===== src/rtl/syscall_sequencer_pkg.sv =====
// Shared definitions for the SYSCALL sequencer: service codes, bus widths,
// and the 3-bit state encoding.
package syscall_sequencer_pkg;

    localparam int unsigned WORD_W = 32;
    localparam int unsigned BYTE_W = 8;
    localparam int unsigned LANE_W = 2;

    // Service codes carried in $v0
    localparam logic [WORD_W-1:0] SYS_PUTS = 32'd4;
    localparam logic [WORD_W-1:0] SYS_EXIT = 32'd10;

    typedef enum logic [2:0] {
        SQ_IDLE     = 3'd0,
        SQ_SETTLE   = 3'd1,
        SQ_DISPATCH = 3'd2,
        SQ_FETCH    = 3'd3,
        SQ_EMIT     = 3'd4,
        SQ_DONE     = 3'd5,
        SQ_HALT     = 3'd6
    } sq_state_e;

endpackage


===== src/rtl/syscall_sequencer_byte_lane_sel.sv =====
// Little-endian byte lane selector: lane 0 is word[7:0], lane 3 is word[31:24].
// Ports:
//   i_word  in  32  memory word
//   i_lane  in  2   byte offset within the word
//   o_byte  out 8   selected byte (combinational)
module syscall_sequencer_byte_lane_sel
    import syscall_sequencer_pkg::*;
(
    input  logic [WORD_W-1:0] i_word,
    input  logic [LANE_W-1:0] i_lane,
    output logic [BYTE_W-1:0] o_byte
);

    always_comb begin
        o_byte = i_word[7:0];
        case (i_lane)
            2'd0: o_byte = i_word[7:0];
            2'd1: o_byte = i_word[15:8];
            2'd2: o_byte = i_word[23:16];
            2'd3: o_byte = i_word[31:24];
            default: o_byte = i_word[7:0];
        endcase
    end

endmodule


===== src/rtl/syscall_sequencer.sv =====
// SYSCALL sequencer: stalls the pipeline on a decoded SYSCALL, waits for the
// register file to settle, dispatches on $v0, streams a NUL-terminated string
// from data memory to the console for puts, and halts on exit.
// Ports:
//   clk, rst_n            clock / async active-low reset
//   syscall_req           decoder flags current instruction as SYSCALL
//   vreg, areg            $v0 (service code) and $a0 (string address)
//   stall, busy           pipeline freeze / sequencer active
//   mem_req, mem_addr     word read request and word-aligned address
//   mem_rdata, mem_ack    read data and 1-cycle completion pulse
//   con_valid, con_data   console byte stream, con_ready handshake
//   halt                  sticky exit indication
//   bad_syscall           1-cycle pulse on unsupported service code
module syscall_sequencer
    import syscall_sequencer_pkg::*;
#(
    parameter int unsigned SETTLE_CYCLES = 4,
    parameter int unsigned MAX_STR_LEN   = 256
) (
    input  logic              clk,
    input  logic              rst_n,
    input  logic              syscall_req,
    input  logic [WORD_W-1:0] vreg,
    input  logic [WORD_W-1:0] areg,
    output logic              stall,
    output logic              busy,
    output logic              mem_req,
    output logic [WORD_W-1:0] mem_addr,
    input  logic [WORD_W-1:0] mem_rdata,
    input  logic              mem_ack,
    output logic              con_valid,
    output logic [BYTE_W-1:0] con_data,
    input  logic              con_ready,
    output logic              halt,
    output logic              bad_syscall
);

    localparam int unsigned CNT_W = (SETTLE_CYCLES > 1) ? $clog2(SETTLE_CYCLES) : 1;
    localparam int unsigned LEN_W = $clog2(MAX_STR_LEN + 1);
    localparam logic [CNT_W-1:0] SETTLE_LOAD = CNT_W'(SETTLE_CYCLES - 1);
    localparam logic [LEN_W-1:0] LEN_MAX     = LEN_W'(MAX_STR_LEN);

    sq_state_e         r_state;
    sq_state_e         w_state_nxt;
    logic [CNT_W-1:0]  r_cnt;
    logic [CNT_W-1:0]  w_cnt_nxt;
    logic [WORD_W-1:0] r_ptr;
    logic [WORD_W-1:0] w_ptr_nxt;
    logic [LEN_W-1:0]  r_len;
    logic [LEN_W-1:0]  w_len_nxt;
    logic [WORD_W-1:0] r_word;
    logic [WORD_W-1:0] w_word_nxt;

    logic [BYTE_W-1:0] w_byte;
    logic [WORD_W-1:0] w_ptr_inc;
    logic [LEN_W-1:0]  w_len_inc;

    assign w_ptr_inc = r_ptr + 32'd1;
    assign w_len_inc = r_len + LEN_W'(1);

    // Current string byte out of the latched memory word
    syscall_sequencer_byte_lane_sel u_lane_sel (
        .i_word (r_word),
        .i_lane (r_ptr[1:0]),
        .o_byte (w_byte)
    );

    // State and datapath registers
    always_ff @(posedge clk or negedge rst_n) begin
        if (!rst_n) begin
            r_state <= SQ_IDLE;
            r_cnt   <= '0;
            r_ptr   <= '0;
            r_len   <= '0;
            r_word  <= '0;
        end else begin
            r_state <= w_state_nxt;
            r_cnt   <= w_cnt_nxt;
            r_ptr   <= w_ptr_nxt;
            r_len   <= w_len_nxt;
            r_word  <= w_word_nxt;
        end
    end

    // Next-state and output decode
    always_comb begin
        w_state_nxt = r_state;
        w_cnt_nxt   = r_cnt;
        w_ptr_nxt   = r_ptr;
        w_len_nxt   = r_len;
        w_word_nxt  = r_word;
        stall       = 1'b0;
        busy        = 1'b0;
        mem_req     = 1'b0;
        mem_addr    = '0;
        con_valid   = 1'b0;
        con_data    = '0;
        halt        = 1'b0;
        bad_syscall = 1'b0;

        case (r_state)
            SQ_IDLE: begin
                // Stall in the same cycle the request appears
                if (syscall_req) begin
                    stall       = 1'b1;
                    w_cnt_nxt   = SETTLE_LOAD;
                    w_state_nxt = SQ_SETTLE;
                end
            end
            SQ_SETTLE: begin
                stall = 1'b1;
                busy  = 1'b1;
                if (r_cnt == '0) begin
                    w_state_nxt = SQ_DISPATCH;
                end else begin
                    w_cnt_nxt = r_cnt - CNT_W'(1);
                end
            end
            SQ_DISPATCH: begin
                stall = 1'b1;
                busy  = 1'b1;
                if (vreg == SYS_PUTS) begin
                    w_ptr_nxt   = areg;
                    w_len_nxt   = '0;
                    w_state_nxt = SQ_FETCH;
                end else if (vreg == SYS_EXIT) begin
                    w_state_nxt = SQ_HALT;
                end else begin
                    bad_syscall = 1'b1;
                    w_state_nxt = SQ_DONE;
                end
            end
            SQ_FETCH: begin
                stall    = 1'b1;
                busy     = 1'b1;
                mem_req  = 1'b1;
                mem_addr = {r_ptr[WORD_W-1:2], 2'b00};
                if (mem_ack) begin
                    w_word_nxt  = mem_rdata;
                    w_state_nxt = SQ_EMIT;
                end
            end
            SQ_EMIT: begin
                stall = 1'b1;
                busy  = 1'b1;
                // NUL terminates the string and is never sent
                if (w_byte == 8'h00) begin
                    w_state_nxt = SQ_DONE;
                end else begin
                    con_valid = 1'b1;
                    con_data  = w_byte;
                    if (con_ready) begin
                        w_ptr_nxt = w_ptr_inc;
                        w_len_nxt = w_len_inc;
                        // Length cap wins over crossing into the next word
                        if (w_len_inc == LEN_MAX) begin
                            w_state_nxt = SQ_DONE;
                        end else if (w_ptr_inc[1:0] == 2'b00) begin
                            w_state_nxt = SQ_FETCH;
                        end
                    end
                end
            end
            SQ_DONE: begin
                // One unstalled cycle lets the pipeline retire the SYSCALL
                busy        = 1'b1;
                w_state_nxt = SQ_IDLE;
            end
            SQ_HALT: begin
                stall = 1'b1;
                busy  = 1'b1;
                halt  = 1'b1;
            end
            default: begin
                w_state_nxt = SQ_IDLE;
            end
        endcase
    end

endmodule


===== config.mk =====
export PLATFORM = sky130hd
export DESIGN_NAME = syscall_sequencer
export DESIGN_NICKNAME = d
export VERILOG_FILES = /design/src/rtl/syscall_sequencer_pkg.sv /design/src/rtl/syscall_sequencer_byte_lane_sel.sv /design/src/rtl/syscall_sequencer.sv
export SDC_FILE = /design/constraint.sdc
export NUM_CORES = 1
export LEC_CHECK = 0
export BUFFER_PORTS_ARGS = -buffer_cell sky130_fd_sc_hd__buf_2
export CORE_MARGIN = 10
export CORE_UTILIZATION = 40
export CTS_CLUSTER_SIZE = 14
export DETAILED_ROUTE_END_ITERATION = 10
export PLACE_DENSITY = 0.69
export SYNTH_ARGS = -nofsm -noshare
export SYNTH_HDL_FRONTEND = slang
export SYNTH_SLANG_ARGS = --single-unit
export TNS_END_PERCENT = 100

===== constraint.sdc =====
create_clock -name clk -period 2.5 [get_ports clk]
set_clock_uncertainty 0.15 [all_clocks]
set_input_delay 0.25 -clock clk [delete_from_list [all_inputs] [get_ports clk]]
set_output_delay 0.25 -clock clk [all_outputs]
set_load 0.05 [all_outputs]

Yosys cells after proc, flatten, opt, wreduce, memory -nomap -nowiden:

Cells that the tools add are included.

* word-level logic and storage cells: 78
* bits in registers: 78

* equal/unequal tests: 21
* bitwise logic cells: 1
* muxes and demuxes: 35
* $add $sub $neg: 3
* reduce and logical (&&, ||, !) cells: 13

Operator list (number)
* 32-bit 2-to-1 mux: 4
* 32-bit case mux with 2 select lines: 1
* 32-bit by 1-bit adder with 32-bit output, second input constant: 1
* 32-bit by 3-bit equality test with 1-bit output, second input constant: 1
* 32-bit by 4-bit equality test with 1-bit output, second input constant: 1
* 8-bit case mux with 4 select lines: 1
* 9-bit 2-to-1 mux: 3
* 3-bit 2-to-1 mux: 8
* 3-bit case mux with 6 select lines: 1
* 9-bit case mux with 2 select lines: 1
* 8-bit 2-to-1 mux: 2
* 2-bit != test, second input constant: 7
* 9-bit by 1-bit adder with 9-bit output, second input constant: 1
* 3-bit equality test, second input constant: 3
* 9-bit equality test, second input constant: 1
* 1-bit 2-to-1 mux: 9
* 8-bit zero test: 1
* 3-bit by 2-bit equality test with 1-bit output, second input constant: 2
* 2-bit zero test: 3
* 2-bit 2-to-1 mux: 3
* 6-bit AND reduction: 1
* 6-bit OR reduction: 1
* 5-bit OR reduction: 1
* 2-bit equality test, second input constant: 2
* 13 further kinds: 14

Depth between registers and ports, before layout:

Gate-level depths: netlist of the first run.

* depth in word-level cells: 7
* mapped depth: 12
* mapped depth without buffers: 11

Modules after synthesis:

Synthesis of the first run repeated with hierarchy kept, for this count alone.

* cells, all modules: 516
* area total of the unflattened synthesis: 4824.6 um2

By module, submodules not included
* syscall_sequencer: cells an instance 506, times used 1, sequential area each 1951.9 um2, area an instance 4628.2 um2
* syscall_sequencer_byte_lane_sel: cells an instance 10, times used 1, sequential area each 0.0 um2, area an instance 196.4 um2

Worst setup path after synthesis of the first run:

No wires, ideal clock.

* path type: reg-to-output
* start point: reg r_state[0]
* end point: out bad_syscall
* path buffers: 1
* stages on the path, launching flop included: 3
* data arrival time: 2.144 ns
* setup slack: -0.044 ns
* cells stage by stage: dfrtp_1 clkbuf_1 nor4_1

* longest elaborated chain between the ends: 2

RTL lines
* start, declared: line syscall_sequencer.sv:43 `sq_state_e r_state;`
* start signal, assigned: line syscall_sequencer.sv:77 `r_state <= w_state_nxt;`
* 3-bit by 2-bit equality test with 1-bit output: line syscall_sequencer.sv:101 `case (r_state)`
* 1-bit 2-to-1 mux: line syscall_sequencer.sv:101
* end, declared: line syscall_sequencer.sv:35 `output logic bad_syscall`

No other way between the ends.

Final worst setup path of the first run:

* start point: reg r_ptr[0]
* end point: reg r_len[6]

* longest elaborated chain between the ends: 5

RTL lines
* start, declared: line syscall_sequencer.sv:47 `logic [WORD_W-1:0] r_ptr;`
* start signal, assigned: line syscall_sequencer.sv:79 `r_ptr <= w_ptr_nxt;`
* 2-bit equality test (tied with other cells): line syscall_sequencer_byte_lane_sel.sv:16 `case (i_lane)`
* 8-bit case mux with 4 select lines (*): line syscall_sequencer_byte_lane_sel.sv:16
* 8-bit zero test (*): line syscall_sequencer.sv:147 `if (w_byte == 8'h00) begin`
* 2-bit != test (no source line) (*)
* 4-bit AND reduction (no source line) (*)
* end signal, assigned: line syscall_sequencer.sv:80 `r_len <= w_len_nxt;`
* end, declared: line syscall_sequencer.sv:49 `logic [LEN_W-1:0] r_len;`

Mark *: on every way between the ends. The rest lies on a longest branch, timed or not.
A chain may end at the register's enable or synchronous reset.

==> impl_metrics.yaml, run 1 <==
clocking:
  cts_root_buffer: "clkbuf_16"
  clk_latency_ns: 0.34
  clockBufferDepth: 2
  cts.sinks: 78
  cts_tree: "yes"
  clkTransAtPathRegs_ns: 0.06
  htreeDepth: 3
  cts_buffers: 9
route:
  drtIter0Drc: 416
  vias: 4942
  drt_wl_total_um: 16400
  remaining_drc_errors: 0
  ant_nets: 0
  avgRoutedWirePerCell_um: 18.9
  dr.pass1.iters: 6
  routed_via_density: 5.70
timing:
  timing_hold_violations_final: 1
  final_max_slew_viol_count: 0
  min_period_ns: 2.59
  setup_viol: 14
  worst_slack_ns: -0.0875
  rsz0062_at_grt: "true"
  fmax_ghz: 0.386
  whs_ns: -0.00101
  setup_tns_ns: -0.585
  fin_crit_sh_pct: 104
power_and_ir_drop:
  total_leakage_power_uw: 0.00312
  power_density_nw_per_um2: 1030
  irDropWorstVdd_mv: 0.546
critical_path:
  cp_slowest_cell: "dfrtp_2"
  endpoint_kind: "register"
  critPathCapture: "r_len[6]"
  crit_buf_inv: 3
  cp.arrival_ns: 2.65
  timing.rr.end: "r_len[6]"
  cp_slowest_stage_delay_ns: 0.48
  startpoint: "r_ptr[0]"
  cp_top_family: "compound AO/OA/AOI/OAI gates"
  r2r_cells: 11
  worstSetupPathType: "reg2reg"
  rrSetupSlack_ns: -0.09
  start_kind: "register"
  path_max_fanout: 8
  rr_startpoint: "r_ptr[0]"
  required_ns: 2.56
  cp.depth: 11
  crit_path_cell_trace: "inv_4 -> ha_4 -> a222oi_1 -> a31oi_1 -> a21oi_2 -> buf_4 -> a21o_4 -> buf_6 -> or2_4 -> o211ai_1 -> o31ai_1"
placement:
  gp_congestion: 0.835
  pre_cts_ws_ns: -0.196
  numPortBuffers: 144
  place_inst: 815
  dp_hpwl_um: 11700
  postPlaceCellArea_um2: 5850
floorplan:
  fp.dieArea_um2: 16800
  dieHeight_um: 130
  start_util_pct: 40.4
  pin_count: 147
  core_area_um2: 11900
  die_w_um: 130
  row_count: 40
grt:
  gr-total-overflow: 0
  grt_pass1_vias: 5036
  antenna_found_initial: 0
  grt_max_degree: 46
  grt_pass1_wl_um: 25000
  grtUsageTotal_pct: 18.2
synthesis:
  syn_avg_cell_area_um2: 9.16
  async_flop_share_pct: 100
  ys.flop_type: "dfrtp_1"
  synth-edff-count: 0
  yosysSeqAreaShare_pct: 40.5
  synth_area_leaders: "dfrtp_1, mux2_2, and2_1"
  yosysMostFrequentCell: "dfrtp_1"
  ys_seq_elements: 78
  yosys_warnings: 0
  ys_types: 68
  netlist_area_um2: 4820
  synthTopCellsByCount: "dfrtp_1, nand2_1, a21oi_1, and2_1, mux2_2"
  synth.top_cell.area_share_pct: 40.5
  synth.largest_area_cell: "dfrtp_1"
  syn_inst: 526
layout:
  fillers: 1030
  drive_gt1_share_pct: 43.5
  num-nets-final: 824
  final_area_um2: 6880
  multi_input_area_um2: 2930
  final_cell_count_no_fill: 867
  syn_to_final_growth_pct: 42.8
  diodes: 0
  regArea_um2: 1960
worst_hold_path:
  hold_path.class: "in2reg"
run_status:
  violations: "negative hold slack, negative setup slack"
  status: "finished with violations"
flow_run:
  cap_violations: 0
## kinds of logic after synthesis
family	synth area share [%]
buf+inv	4.31
flops	40.5
compound gates	19.5
xor+xnor	0.364
mux	8.96
other cells	0.0779
fa+ha+maj	2.08
simple gates	24.1
## stage by stage
stage / total power (uW) / utilization [%]
floorplan: 4180 / -
global placement: 5000 / 49.1
detailed placement: 5110 / 49.1
CTS: 6800 / 54.4
global route: 7490 / 57.8
finish: 7080 / 57.8
## worst register-to-register path, stage by stage (launching register included)
cell and delay (ns):
dfrtp_2 0.48, inv_4 0.11, ha_4 0.19, a222oi_1 0.12
a31oi_1 0.22, a21oi_2 0.07, buf_4 0.15, a21o_4 0.27
buf_6 0.14, or2_4 0.25, o211ai_1 0.21, o31ai_1 0.10
## power breakdown
| group | switching [uW] | leakage, uW | internal (uW) | total [uW] |
|---|---|---|---|---|
| clock | 550 | 0.000160 | 878 | 1430 |
| combinational | 1850 | 0.00201 | 1450 | 3300 |
| sequential | 569 | 0.000952 | 1780 | 2350 |
## routing by layer
layer	wire length (um)	vias to the layer above	track usage, %
li1	-	2331	-
met1	6580	2436	21.5
met2	8400	159	31.6
met3	1230	16	5.72
met4	138	0	4.03
met5	0	-	0
## sequential cells by signal, summed over array words and instances (netlist names)
signal,count
r_word,32
r_len,9
r_ptr,32
r_state,3
r_cnt,2
## area by class of cell
| class | count | share of cell area, % |
|---|---|---|
| repair buffers | 212 | 20.9 |
| well taps | 147 | 2.67 |
| multi-input cells | 402 | 42.6 |
| clock buffers | 9 | 3.27 |
| inverters | 12 | 0.728 |
| flip-flops and latches | 78 | 28.4 |
| clock inverters | 7 | 1.40 |
## layout by cell type, fill, tap and decap left out, drive strengths merged, types with 5 or more instances in the layout
| cell | count |
|---|---|
| dfrtp | 78 |
| nand2 | 49 |
| and2 | 35 |
| o211ai | 16 |
| a21oi | 42 |
| buf | 187 |
| a22oi | 5 |
| mux2 | 35 |
| o21ai | 34 |
| nand4 | 10 |
| clkbuf | 13 |
| o31ai | 6 |
| nor2 | 34 |
| dlygate4sd3 | 21 |
| nor3 | 15 |
| nor4 | 17 |
| inv | 13 |
| nand3 | 24 |
| a222oi | 7 |
| nand2b | 5 |
| ha | 8 |
| o311ai | 5 |
| and3 | 8 |
## repair_timing
item | 4_1_cts | 5_1_grt
endpoints found under the setup margin | 29 | 48
setup buffers | 7 | 8
endpoints found under the hold margin | 49 | 4
cloned | 0 | 5
resized for setup | 28 | 83
hold buffers | 17 | 4
pin swaps | 10 | 48
## worst min-delay path by stage
stage          slack, ns  cells after the start           from    endpoint
6_report          -0.001                      2  mem_rdata[20]  r_word[20]
2_1_floorplan      -0.20                      0          rst_n    r_cnt[0]
5_1_grt            0.002                      2  mem_rdata[31]  r_word[31]
3_5_place_dp        0.09                      1          rst_n   r_ptr[26]
4_1_cts            0.001                      2  mem_rdata[31]  r_word[31]
3_3_place_gp        0.09                      1          rst_n   r_ptr[27]
(Power assumes the default switching activity.)
==> run 2, diff against run 1 <==
- PLACE_DENSITY: 0.69 -> 0.67
- clock period: 2.5 -> 2.7 ns (I/O delays scaled with it)
==> run 2 against run 1 <==
Against the previous run:
- the flow still finishes with violations (negative hold slack, negative setup slack)
- utilization down 2.7 points
- setup slack better by 0.017 ns
- global-route usage shrank 0.43 points
- critical path type is now reg2out
- highest routed layer unchanged
- sequential power down 8%
- hold slack worse by 0.048 ns
- total power is 9.3% lower
- register-to-register slack improved by 0.08 ns
- sequential cell count stayed put
- via count down 2.0%
- largest cell class unchanged
- die area unchanged
==> impl_metrics.yaml, run 2 (synthesized netlist as in run 1, its figures left out) <==
floorplan:
  row_count: 40
  dieHeight_um: 130
  pin_count: 147
  start_util_pct: 40.4
  fp.dieArea_um2: 16800
  die_w_um: 130
  core_area_um2: 11900
power_and_ir_drop:
  switchingPower_uw: 2780
  switching_share_pct: 43.3
  total_leakage_power_uw: 0.00299
  p_total_uw: 6420
  clkPwrFrac_pct: 18.8
  p_seq_share_pct: 33.8
  power_density_nw_per_um2: 978
  irDropWorstVdd_mv: 0.551
  intPower_uw: 3640
  combPwrFrac_pct: 47.3
grt:
  antenna_found_initial: 0
  grt_max_degree: 79
  grt_pass1_vias: 4870
  grtUsageTotal_pct: 17.7
  grt_pass1_wl_um: 24500
  gr-total-overflow: 0
placement:
  dp_hpwl_um: 11200
  numPortBuffers: 144
  gp_congestion: 0.979
  pre_cts_ws_ns: -0.00887
route:
  ant_nets: 0
  routed_via_density: 5.73
  avgRoutedWirePerCell_um: 18.7
  drt_wl_total_um: 15800
  remaining_drc_errors: 0
  vias: 4845
  drtIter0Drc: 274
  dr.pass1.iters: 5
clocking:
  cts_tree: "yes"
  cts.sinks: 78
  cts_buffers: 9
  clkTransAtPathRegs_ns: 0.07
  clockBufferDepth: 2
  htreeDepth: 3
  cts_root_buffer: "clkbuf_16"
  clk_latency_ns: 0.34
critical_path:
  path_max_fanout: 7
  required_ns: 2.28
  cp.arrival_ns: 2.35
  r2r_cells: 11
  worstSetupPathType: "reg2out"
  endpoint_kind: "output port"
  start_kind: "register"
layout:
  largestRegisters: "r_ptr x32, r_word x32, r_len x9"
  num-nets-final: 802
  syn_to_final_growth_pct: 36.2
  finalCoreUtilization_pct: 55.1
  drive_gt1_share_pct: 42.8
  final_common_cell: "buf_2"
  most-common-layout-cells: "buf_2, dfrtp_1, nand2_1, a21oi_1, and2_1"
  diodes: 0
timing:
  min_period_ns: 2.77
  worst_slack_ns: -0.0703
  setup_viol: 10
  final_max_slew_viol_count: 0
  max_slew_margin_pct: 31.3
  whs_ns: -0.0494
  fin_crit_sh_pct: 103
  setup_tns_ns: -0.115
  tightest_slew_ns: 1.03
  rsz0062_at_grt: "true"
  fmax_ghz: 0.361
  timing_hold_violations_final: 69
worst_hold_path:
  hold_path.class: "in2async"
run_status:
  violations: "negative hold slack, negative setup slack"
  status: "finished with violations"
flow_run:
  cap_violations: 0
## run 2: cell types whose count changed in the layout (fill, tap and decap cells not counted), sizes merged
cell	previous run	this run
inv	13	18
bufinv	2	0
clkbuf	13	11
dlygate4sd3	21	7
clkinv	4	0
clkinvlp	0	1
buf	187	181
## run 2: final timing paths
| path | from | to | slack [ns] |
|---|---|---|---|
| max | r_ptr[0] | con_valid | -0.07 |
| min | rst_n | r_ptr[27] | -0.05 |
| max reg2reg | r_ptr[0] | r_ptr[2] | -0.01 |
| min reg2reg | r_word[26] | r_word[26] | 0.37 |
| max in group asynchronous | rst_n | r_ptr[0] | 1.71 |
| min in group clk | mem_rdata[23] | r_word[23] | 0.01 |
## run 2: stage by stage
step	cell area [um^2]	instances
4_1_cts	6180	830
2_1_floorplan	4820	527
6_report	6560	845
3_5_place_dp	5730	803
5_1_grt	6560	845
3_3_place_gp	5730	803
## run 2: power by group through the flow
stage	clock network, uW	registers (uW)	logic (uW)
detailed placement	0	2150	2510
global route	1280	2230	3290
finish	1210	2170	3040
global placement	0	2120	2440
floorplan	0	1970	1890
CTS	1230	2150	2660
## run 2: final cells by class
cell class | instances | area (um^2)
inverters | 12 | 47.5
fillers | 1069 | 5350
clock inverters | 7 | 67.6
flip-flops and latches | 78 | 1950
repair buffers | 190 | 1170
well taps | 147 | 184
clock buffers | 9 | 225
multi-input cells | 402 | 2910
## run 2: critical path: stages (launching register included)
cell and delay (ns):
dfrtp_2 0.48, ha_4 0.22, buf_6 0.12, a222oi_1 0.47, nand2_1 0.14, o21ai_2 0.17, nand2_1 0.10, nand2_1 0.11
inv_2 0.06, buf_8 0.15
## run 2: what timing repair did
item | CTS | global route
resized for setup | 15 | 73
hold buffers | 6 | 1
buffers inserted | 5 | 11
pin swaps | 10 | 38
gates cloned | 0 | 3
setup endpoints to repair | 3 | 35
endpoints found under the hold margin | 6 | 1
## run 2: routing by layer
metal | global-route usage, % | vias to the layer above | part of all wire, %
li1 | - | 2283 | -
met1 | 22.0 | 2349 | 42
met2 | 29.3 | 192 | 49
met3 | 4.95 | 21 | 7.3
met4 | 5.49 | 0 | 1.2
met5 | 0 | - | 0
==> run 3, diff against run 2 <==
- SYNTH_HIERARCHICAL: unset -> 1
==> run 3 against run 2 <==
Against the previous run:
- via count fell by 3.3%
- sequential share of layout area increased by 0.39 points
- highest routed layer unchanged
- fmax is 1.4% higher
- critical endpoint is now r_ptr[10]
- hold slack improved by 0.058 ns
- critical path depth increased by 2
- first-iteration DRC count increased by 34%
- global-route usage shrank 0.65 points
- final area fell by 1.4%
- area after synthesis up 0.18%
- non-clock buffer count shrank 7
- the run ends with negative setup slack left
- sequential cell count is the same
- clock power is essentially flat
==> impl_metrics.yaml, run 3 <==
grt:
  grt_max_degree: 80
  grt_pass1_wl_um: 23300
  gr-total-overflow: 0
  grtUsageTotal_pct: 17.1
  antenna_found_initial: 0
  grt_pass1_vias: 4713
critical_path:
  path_max_fanout: 8
  start_kind: "register"
  timing.rr.end: "r_ptr[10]"
  cp.arrival_ns: 2.80
  r2r_cells: 11
  rrSetupSlack_ns: -0.03
  worstSetupPathType: "reg2reg"
  rr_startpoint: "r_ptr[0]"
  required_ns: 2.77
  endpoint_kind: "register"
flow_run:
  cap_violations: 0
power_and_ir_drop:
  clkPwrFrac_pct: 17.4
  power_density_nw_per_um2: 1090
  intPower_uw: 3930
  switching_share_pct: 44.3
  p_total_uw: 7050
  switchingPower_uw: 3120
  irDropWorstVdd_mv: 0.622
  p_seq_share_pct: 32.7
  combPwrFrac_pct: 50.0
  total_leakage_power_uw: 0.00287
timing:
  fmax_ghz: 0.366
  max_slew_margin_pct: 63.5
  rsz0062_at_grt: "true"
  tightest_slew_ns: 0.548
  min_period_ns: 2.73
  timing_hold_violations_final: 0
  final_max_slew_viol_count: 0
  setup_viol: 7
  worst_slack_ns: -0.0326
  whs_ns: 0.00856
  fin_crit_sh_pct: 101
route:
  drt_wl_total_um: 15300
  avgRoutedWirePerCell_um: 18.5
  routed_via_density: 5.67
  drtIter0Drc: 366
  ant_nets: 0
  vias: 4686
  dr.pass1.iters: 5
  remaining_drc_errors: 0
floorplan:
  start_util_pct: 40.5
  fp.dieArea_um2: 16900
  row_count: 40
  die_w_um: 130
  pin_count: 147
  dieHeight_um: 130
  core_area_um2: 11900
clocking:
  cts_root_buffer: "clkbuf_16"
  cts.sinks: 78
  clkTransAtPathRegs_ns: 0.06
  clockBufferDepth: 2
  htreeDepth: 3
  cts_tree: "yes"
  clk_latency_ns: 0.34
  cts_buffers: 9
synthesis:
  yosysSeqAreaShare_pct: 40.5
  netlist_area_um2: 4820
  async_flop_share_pct: 100
  ys_seq_elements: 78
  yosys_warnings: 6
  synth.top_cell.area_share_pct: 40.5
  syn_inst: 516
  ys_types: 57
  synth.largest_area_cell: "dfrtp_1"
  synth_area_leaders: "dfrtp_1, mux2_2, a21oi_1"
  ys.flop_type: "dfrtp_1"
  yosysMostFrequentCell: "dfrtp_1"
  synthTopCellsByCount: "dfrtp_1, a21oi_1, nand2_1, and2_1"
  synth-edff-count: 0
  syn_avg_cell_area_um2: 9.35
layout:
  diodes: 0
  num-nets-final: 781
  fillers: 1080
  syn_to_final_growth_pct: 34.0
  most-common-layout-cells: "buf_2, dfrtp_1, nand2_1, and2_1, mux2_2"
  largestRegisters: "r_ptr x32, r_word x32, r_len x9"
  drive_gt1_share_pct: 41.9
  final_common_cell: "buf_2"
  finalCoreUtilization_pct: 54.3
placement:
  pre_cts_ws_ns: -0.198
  gp_congestion: 0.846
  numPortBuffers: 144
  dp_hpwl_um: 11000
run_status:
  status: "finished with violations"
  violations: "negative setup slack"
worst_hold_path:
  holdPathStages: 2
  hp-start: "mem_rdata[22]"
  hold_path.class: "in2reg"
  hold_end: "r_word[22]"
==> run 3: cell types whose count changed in the layout (fill, tap and decap cells not counted), sizes merged, moves of 6 or more <==
cell    previous run  this run
nand2             49        40
nor4              17        10
a31oi              3         9
o22a               1         8
mux4               0         8
o211ai            16         0
nor2              34        27
o22ai              3        17
a222oi             7         0
a21oi             42        54
==> run 3: worst max path at each step <==
stage,cells after the start,endpoint,slack (ns),from
detailed placement,12,r_len[4],-0.20,r_ptr[0]
CTS,11,r_ptr[15],-0.06,r_ptr[0]
global placement,11,r_ptr[15],-0.15,r_ptr[0]
floorplan,13,r_ptr[24],-0.18,r_ptr[0]
global route,11,r_ptr[23],-0.16,r_ptr[0]
finish,11,r_ptr[10],-0.03,r_ptr[0]
==> run 3: stage by stage <==
stage          instance area (um^2)  instances  setup TNS (ns)
2_1_floorplan                  4860        517           -4.82
3_3_place_gp                   5830        801           -3.04
3_5_place_dp                   5830        801           -5.03
4_1_cts                        6220        820          -0.493
5_1_grt                        6460        827           -3.55
6_report                       6460        827          -0.127
==> run 3: area by class of cell <==
type                            count  area (um^2)  area share, %
Multi-Input combinational cell    391         2820           43.6
Sequential cell                    78         1950           30.2
Timing Repair Buffer              183         1160           18.0
Clock buffer                       10          229           3.54
Tap cell                          147          184           2.84
Clock inverter                      6         70.1           1.08
Inverter                           12         47.5          0.735
==> run 3: logic make-up (layout without fill, tap and decap cells) <==
logic type	Yosys count	count (layout)	share of synthesized area, %
AO/OA/AOI/OAI	148	148	19.3
XOR/XNOR	1	1	0.182
flip-flops	78	78	40.5
adder cells (fa/ha/maj)	5	5	1.30
multiplexers	44	44	12.1
other	1	2	0.0777
buffers and inverters	48	211	5.50
AND/OR/NAND/NOR	191	191	21.1
==> run 3: metal layers <==
| metal | share of wire [%] | track usage [%] | routed length (um) |
|---|---|---|---|
| met4 | 0.74 | 3.24 | 114 |
| met1 | 42 | 21.0 | 6400 |
| met2 | 50 | 28.7 | 7660 |
| met5 | 0 | 0 | 0 |
| met3 | 7.5 | 5.76 | 1150 |
==> run 3: power by group through the flow <==
stage	Combinational [uW]	Sequential (uW)	Clock [uW]
finish	3520	2300	1220
global route	3810	2370	1300
CTS	3310	2250	1240
detailed placement	3190	2270	0
global placement	3100	2240	0
floorplan	2490	2060	0
==> run 3: timing repair <==
item / 4_1_cts / 5_1_grt
buffers inserted: 2 / 2
gates cloned: 0 / 4
endpoints found under the hold margin: 37 / 1
resized for setup: 14 / 34
endpoints found under the setup margin: 43 / 68
pin swaps: 1 / 6
hold buffers: 1 / 1
==> run 3: critical path: stages (launching register included) <==
cell     delay [ns]
dfrtp_1        0.39
buf_12         0.15
mux4_2         0.55
nor4_4         0.31
a21oi_2        0.10
nand4_2        0.11
inv_4          0.04
and2_4         0.15
a31o_4         0.27
buf_4          0.19
a21oi_1        0.15
a21oi_1        0.06
